## config.mk

```make
export PLATFORM = sky130hd
export DESIGN_NAME = hps_sync_fifo
export DESIGN_NICKNAME = d
export VERILOG_FILES = /design/src/rtl/hps_fifo_pkg.sv /design/src/rtl/hps_fifo_ram.sv /design/src/rtl/hps_sync_fifo.sv
export SDC_FILE = /design/constraint.sdc
export NUM_CORES = 1
export LEC_CHECK = 0
export CORE_AREA = 3 3 101 200
export CTS_BUF_LIST = sky130_fd_sc_hd__clkbuf_16
export CTS_CLUSTER_SIZE = 16
export DETAILED_ROUTE_END_ITERATION = 16
export DIE_AREA = 0 0 104 203
export PLACE_DENSITY = 0.78
export SLEW_MARGIN = 25
export SYNTH_ARGS = -nofsm -noshare
export SYNTH_HDL_FRONTEND = slang
export SYNTH_SLANG_ARGS = --single-unit
```

## constraint.sdc

```tcl
create_clock -name clk -period 7.8 [get_ports clk]
set_input_delay 1.56 -clock clk [delete_from_list [all_inputs] [get_ports clk]]
set_output_delay 1.56 -clock clk [all_outputs]
set_load 0.02 [all_outputs]
```

## src/rtl/hps_fifo_pkg.sv

```systemverilog
// Shared constants and helpers for the HPS memory-side blocks.
//   HPS_DATA_W / HPS_DEPTH : default word width and entry count
//   hps_log2()             : ceil(log2(v)), usable in constant expressions
package hps_fifo_pkg;

  localparam int unsigned HPS_DATA_W = 16;
  localparam int unsigned HPS_DEPTH  = 16;

  // Smallest r with 2**r >= v; returns 0 for v <= 1.
  function automatic int unsigned hps_log2(input int unsigned v);
    int unsigned r;
    r = 0;
    for (int unsigned i = 0; i < 32; i++) begin
      if ((64'd1 << i) < 64'(v)) r = i + 1;
    end
    return r;
  endfunction

endpackage

```

## src/rtl/hps_fifo_ram.sv

```systemverilog
// DEPTH x DATA_W storage: one write port, one registered read port, no reset.
//   clk    : clock, rising edge
//   we     : write enable; wdata stored at waddr
//   waddr  : write address
//   wdata  : write data
//   re     : read enable; rdata loads mem[raddr], otherwise holds
//   raddr  : read address
//   rdata  : registered read data
module hps_fifo_ram #(
  parameter int unsigned DATA_W = 16,
  parameter int unsigned DEPTH  = 16,
  parameter int unsigned AW     = 4
) (
  input  logic              clk,
  input  logic              we,
  input  logic [AW-1:0]     waddr,
  input  logic [DATA_W-1:0] wdata,
  input  logic              re,
  input  logic [AW-1:0]     raddr,
  output logic [DATA_W-1:0] rdata
);

  logic [DATA_W-1:0] mem [DEPTH];

  // Write port.
  always_ff @(posedge clk) begin
    if (we) mem[waddr] <= wdata;
  end

  // Registered read port; holds when not reading.
  always_ff @(posedge clk) begin
    if (re) rdata <= mem[raddr];
  end

endmodule

```

## src/rtl/hps_sync_fifo.sv

```systemverilog
// Single-clock FIFO with registered read data (1-cycle latency, no fall-through),
// occupancy count, full/empty/almost flags and sticky overflow/underflow.
//   clk, rst     : clock (rising edge), synchronous active-high reset
//   wr_en/data_in: write request and data; accepted when not full
//   rd_en        : read request; accepted when not empty
//   data_out     : read data, valid in the cycle rd_valid=1, held otherwise
//   rd_valid     : data_out updated this cycle
//   full/empty/almost_full/almost_empty : decoded from registered count
//   count        : occupancy 0..DEPTH
//   overflow/underflow : sticky error flags, cleared by clr_err or rst
module hps_sync_fifo
  import hps_fifo_pkg::*;
#(
  parameter int unsigned DATA_W    = HPS_DATA_W,
  parameter int unsigned DEPTH     = HPS_DEPTH,
  parameter int unsigned AF_THRESH = DEPTH - 2,
  parameter int unsigned AE_THRESH = 2,
  localparam int unsigned AW       = hps_log2(DEPTH)
) (
  input  logic              clk,
  input  logic              rst,
  input  logic              wr_en,
  input  logic [DATA_W-1:0] data_in,
  input  logic              rd_en,
  output logic [DATA_W-1:0] data_out,
  output logic              rd_valid,
  output logic              full,
  output logic              empty,
  output logic              almost_full,
  output logic              almost_empty,
  output logic [AW:0]       count,
  output logic              overflow,
  output logic              underflow,
  input  logic              clr_err
);

  localparam int unsigned CW = AW + 1;

  logic [AW-1:0]     wr_ptr, rd_ptr;
  logic [AW-1:0]     wr_ptr_d, rd_ptr_d;
  logic [CW-1:0]     count_d;
  logic              wr_acc, rd_acc;
  logic              dout_live;
  logic [DATA_W-1:0] ram_rdata;

  // Flags depend only on the registered count.
  assign full         = (count == CW'(DEPTH));
  assign empty        = (count == '0);
  assign almost_full  = (count >= CW'(AF_THRESH));
  assign almost_empty = (count <= CW'(AE_THRESH));

  assign wr_acc = wr_en & ~full;
  assign rd_acc = rd_en & ~empty;

  hps_fifo_ram #(
    .DATA_W (DATA_W),
    .DEPTH  (DEPTH),
    .AW     (AW)
  ) u_ram (
    .clk   (clk),
    .we    (wr_acc),
    .waddr (wr_ptr),
    .wdata (data_in),
    .re    (rd_acc),
    .raddr (rd_ptr),
    .rdata (ram_rdata)
  );

  // The RAM read register has no reset, so data_out reads as zero until the
  // first read after reset has loaded it.
  assign data_out = dout_live ? ram_rdata : '0;

  // Next pointer / count; AW-bit pointers wrap naturally.
  always_comb begin
    wr_ptr_d = wr_ptr;
    rd_ptr_d = rd_ptr;
    count_d  = count;
    if (wr_acc) wr_ptr_d = wr_ptr + AW'(1);
    if (rd_acc) rd_ptr_d = rd_ptr + AW'(1);
    unique case ({wr_acc, rd_acc})
      2'b10:   count_d = count + CW'(1);
      2'b01:   count_d = count - CW'(1);
      default: count_d = count;
    endcase
  end

  // Pointer, count and read-valid state.
  always_ff @(posedge clk) begin
    if (rst) begin
      wr_ptr    <= '0;
      rd_ptr    <= '0;
      count     <= '0;
      rd_valid  <= 1'b0;
      dout_live <= 1'b0;
    end else begin
      wr_ptr   <= wr_ptr_d;
      rd_ptr   <= rd_ptr_d;
      count    <= count_d;
      rd_valid <= rd_acc;
      if (rd_acc) dout_live <= 1'b1;
    end
  end

  // Sticky error flags; a new error event beats clr_err.
  always_ff @(posedge clk) begin
    if (rst) begin
      overflow  <= 1'b0;
      underflow <= 1'b0;
    end else begin
      if (wr_en && full)  overflow  <= 1'b1;
      else if (clr_err)   overflow  <= 1'b0;
      if (rd_en && empty) underflow <= 1'b1;
      else if (clr_err)   underflow <= 1'b0;
    end
  end

endmodule
```

==> reports/metrics.yaml <==
run_status:
  run_status: "completed"
die:
  start_util_pct: 59.7
  die_height_um: 203
  rows: 71
  ios: 49
  dieArea_um2: 21100
  coreArea_um2: 18800
  die_w_um: 104
logic_synthesis:
  syn_avg_cell_area_um2: 20.0
  synth_top_cell_by_area: "edfxtp_1"
  syn_area_um2: 11200
  syn_nets: 593
  synthTopCellsByArea: "edfxtp_1, mux4_2, dfxtp_1"
  yosys_warnings: 0
  synth_top_cell_area_share_pct: 72.6
  synth_seq_area_share_pct: 75.6
  synthCells: 563
  ys_ff_latch: 289
  yosysUniqueCellTypes: 42
sta:
  skew_ps: 11.6
  fin_crit_ps: 4340
  finalCritPeriodShare_pct: 55.7
  worst_slack_ps: 3460
  relSlewSlack_pct: 36.0
  tightest_slew_ps: 955
  tns_ps: 0
  finalHoldViolCount: 0
  slew_viol_final: 0
  rsz0062_at_grt: "false"
  fmax_ghz: 0.230
  setup_violations: 0
worst_setup_path:
  path_class: "input pin to flop"
  required_ps: 8270
  critPathSlowestCell: "inv_1"
  path_buf_inv: 2
  cp_top_family: "buffers and inverters"
  arrival_ps: 4810
  cp_slowest_stage_delay_ps: 620
  path_max_fanout: 18
  cp_common_cell: "ha_1"
  crit_path_start_kind: "input pin"
  cp_cell_sequence: "clkdlybuf4s50_1 -> o21ai_4 -> inv_1 -> ha_1 -> xor2_1 -> ha_1 -> a21oi_1 -> a221oi_1 -> or4b_1 -> nand3_1"
  end_kind: "flop"
cells_and_area:
  synthToLayoutAreaGrowth_pct: 14.9
  layout.nets: 653
  antenna_cells: 0
  drive_gt1_share_pct: 22.1
  mostFrequentLayoutCells: "edfxtp_1, mux4_2, clkdlybuf4s50_1"
  fin_util_pct: 68.6
  instances_no_fill: 897
  final_common_cell: "edfxtp_1"
clock_network:
  cts_tree: "yes"
  cts_root_buf: "clkbuf_16"
  cts_buffers: 25
  holdBufCountCts: 0
  post_cts_buffers: 0
  ctsHtreeMaxLevel: 1
  cts.sinks: 289
  clk_latency_ps: 520
  clk_path_buf_depth: 3
  clkTransAtPathRegs_ps: 70
  cts_resized: 0
run:
  drv.max_cap_violation_count: 0
placed_design:
  dpl.hpwl_mm: 13.8
  gp_routability_congestion: 0.755
  port_buffers: 48
  placed_cells: 851
  dp_slack_ps: 2960
grt:
  grt_pass1_wl_mm: 36.1
  track_usage_pct: 23.0
  antenna_found_initial: 0
  grt_overflow_total: 0
  grt_max_degree: 68
  grt_pass1_vias: 6016
routing:
  drtIter0Drc: 500
  drc: 0
  vias_per_cell: 6.31
  ant_nets: 0
  vias: 5663
  drt-total-wl_mm: 23.5
  dr.pass1.iters: 5
  wl_per_cell_um: 26.2
power_and_ir_drop:
  p_per_area_nw_per_um2: 316
  vdd_drop_max_mv: 0.234
  p_leak_nw: 4.15
worst_hold_path:
  hp-class: "flop to flop"
cells in the mapped netlist:
library cell  count
or4_4             1
buf_2            10
nor2_1           29
o221ai_1          1
or4bb_1           1
ha_1              9
o21ai_4           1
mux4_2           64
buf_1             4
o211ai_4          1
or3b_2            1
nand4_1           1
mux2i_1           3
a21oi_1           3
or4_1             1
o21ai_0           2
nand2_1          25
a221oi_1          2
nand4b_1          1
o21a_4            1
xor2_1            7
nand3_1           3
o211ai_1          3
a2111oi_0         1
and3_1            2
nor2b_1           2
buf_6             2
clkbuf_1         14
or4b_1            1
and2_1           17
nand2b_1          4
a22oi_1          34
buf_4             1
o22ai_1           1
clkbuf_4          1
nor3b_1           2
xnor2_1           2
inv_1             8
dfxtp_1          17
or3_1             1
nor3_1            7
edfxtp_1        272
metrics by stage:
step           hold WS (ps)  instance area, um2  total power [mW]
3_3_place_gp            492               12100              2.82
3_5_place_dp            516               12100              2.87
6_report                527               12900              4.09
5_1_grt                 573               12900              4.24
2_1_floorplan           473               11200              2.59
4_1_cts                 533               12900              4.11
routing by layer:
metal / wire (um) / GRT usage, % / vias to the layer above
met5: 0 / 0 / -
met4: 825 / 9.61 / 0
met3: 1400 / 3.82 / 57
met2: 13000 / 41.5 / 263
met1: 8250 / 27.3 / 2939
li1: - / - / 2404
kinds of logic (layout without fill, tap and decap cells):
kind of cell | count (synthesis) | count (layout) | share of synthesized area, %
and+or+nand+nor | 99 | 99 | 4.39
xor gates and xnor gates | 9 | 9 | 0.701
DFF | 289 | 289 | 75.6
AOI/OAI and AO/OA | 50 | 50 | 3.53
buffers and inverters | 40 | 119 | 1.65
adders and majority gates | 9 | 9 | 1.00
muxes | 67 | 67 | 13.1
final timing paths:
check | startpoint | to | slack, ps | cells after the start
setup / recovery | rd_en | count[4]$_SDFFE_PP0P_ | 3460 | 10
hold / removal | underflow$_SDFFE_PP0P_ | underflow$_SDFFE_PP0P_ | 530 | 2
setup reg to reg | count[0]$_SDFFE_PP0P_ | count[4]$_SDFFE_PP0P_ | 4090 | 10
hold reg to reg | underflow$_SDFFE_PP0P_ | underflow$_SDFFE_PP0P_ | 530 | 2
state kept, by name, indices dropped and copies added, names as in the netlist:
signal and flops:
overflow 1, u_ram.rdata 16, rd_valid 1, u_ram.mem 256, count 5, underflow 1
dout_live 1, rd_ptr 4, wr_ptr 4
worst register-to-register path, cell delays in order, from the launching register on:
cell and delay, ps:
dfxtp_1 400, or4_4 660, o21ai_4 230, inv_1 400, ha_1 500, xor2_1 190
ha_1 180, a21oi_1 70, a221oi_1 440, or4b_1 500, nand3_1 90
cell type report:
type,count,area [um2]
multi-input cells,234,2620
well taps,255,319
flip-flops and latches,289,8510
clock inverters,21,210
repair buffers,65,608
fillers,1181,5910
inverters,8,30.0
clock buffers,25,626
power by group:
| part | leakage (nW) | internal [mW] | total, mW | switching [mW] |
|---|---|---|---|---|
| Sequential | 2.60 | 1.83 | 1.92 | 0.0898 |
| Clock | 0.418 | 0.720 | 1.25 | 0.529 |
| Combinational | 1.13 | 0.444 | 0.912 | 0.468 |
| Total | 4.15 | 3.00 | 4.09 | 1.09 |
Note: power is estimated with default switching activity, not from simulation.
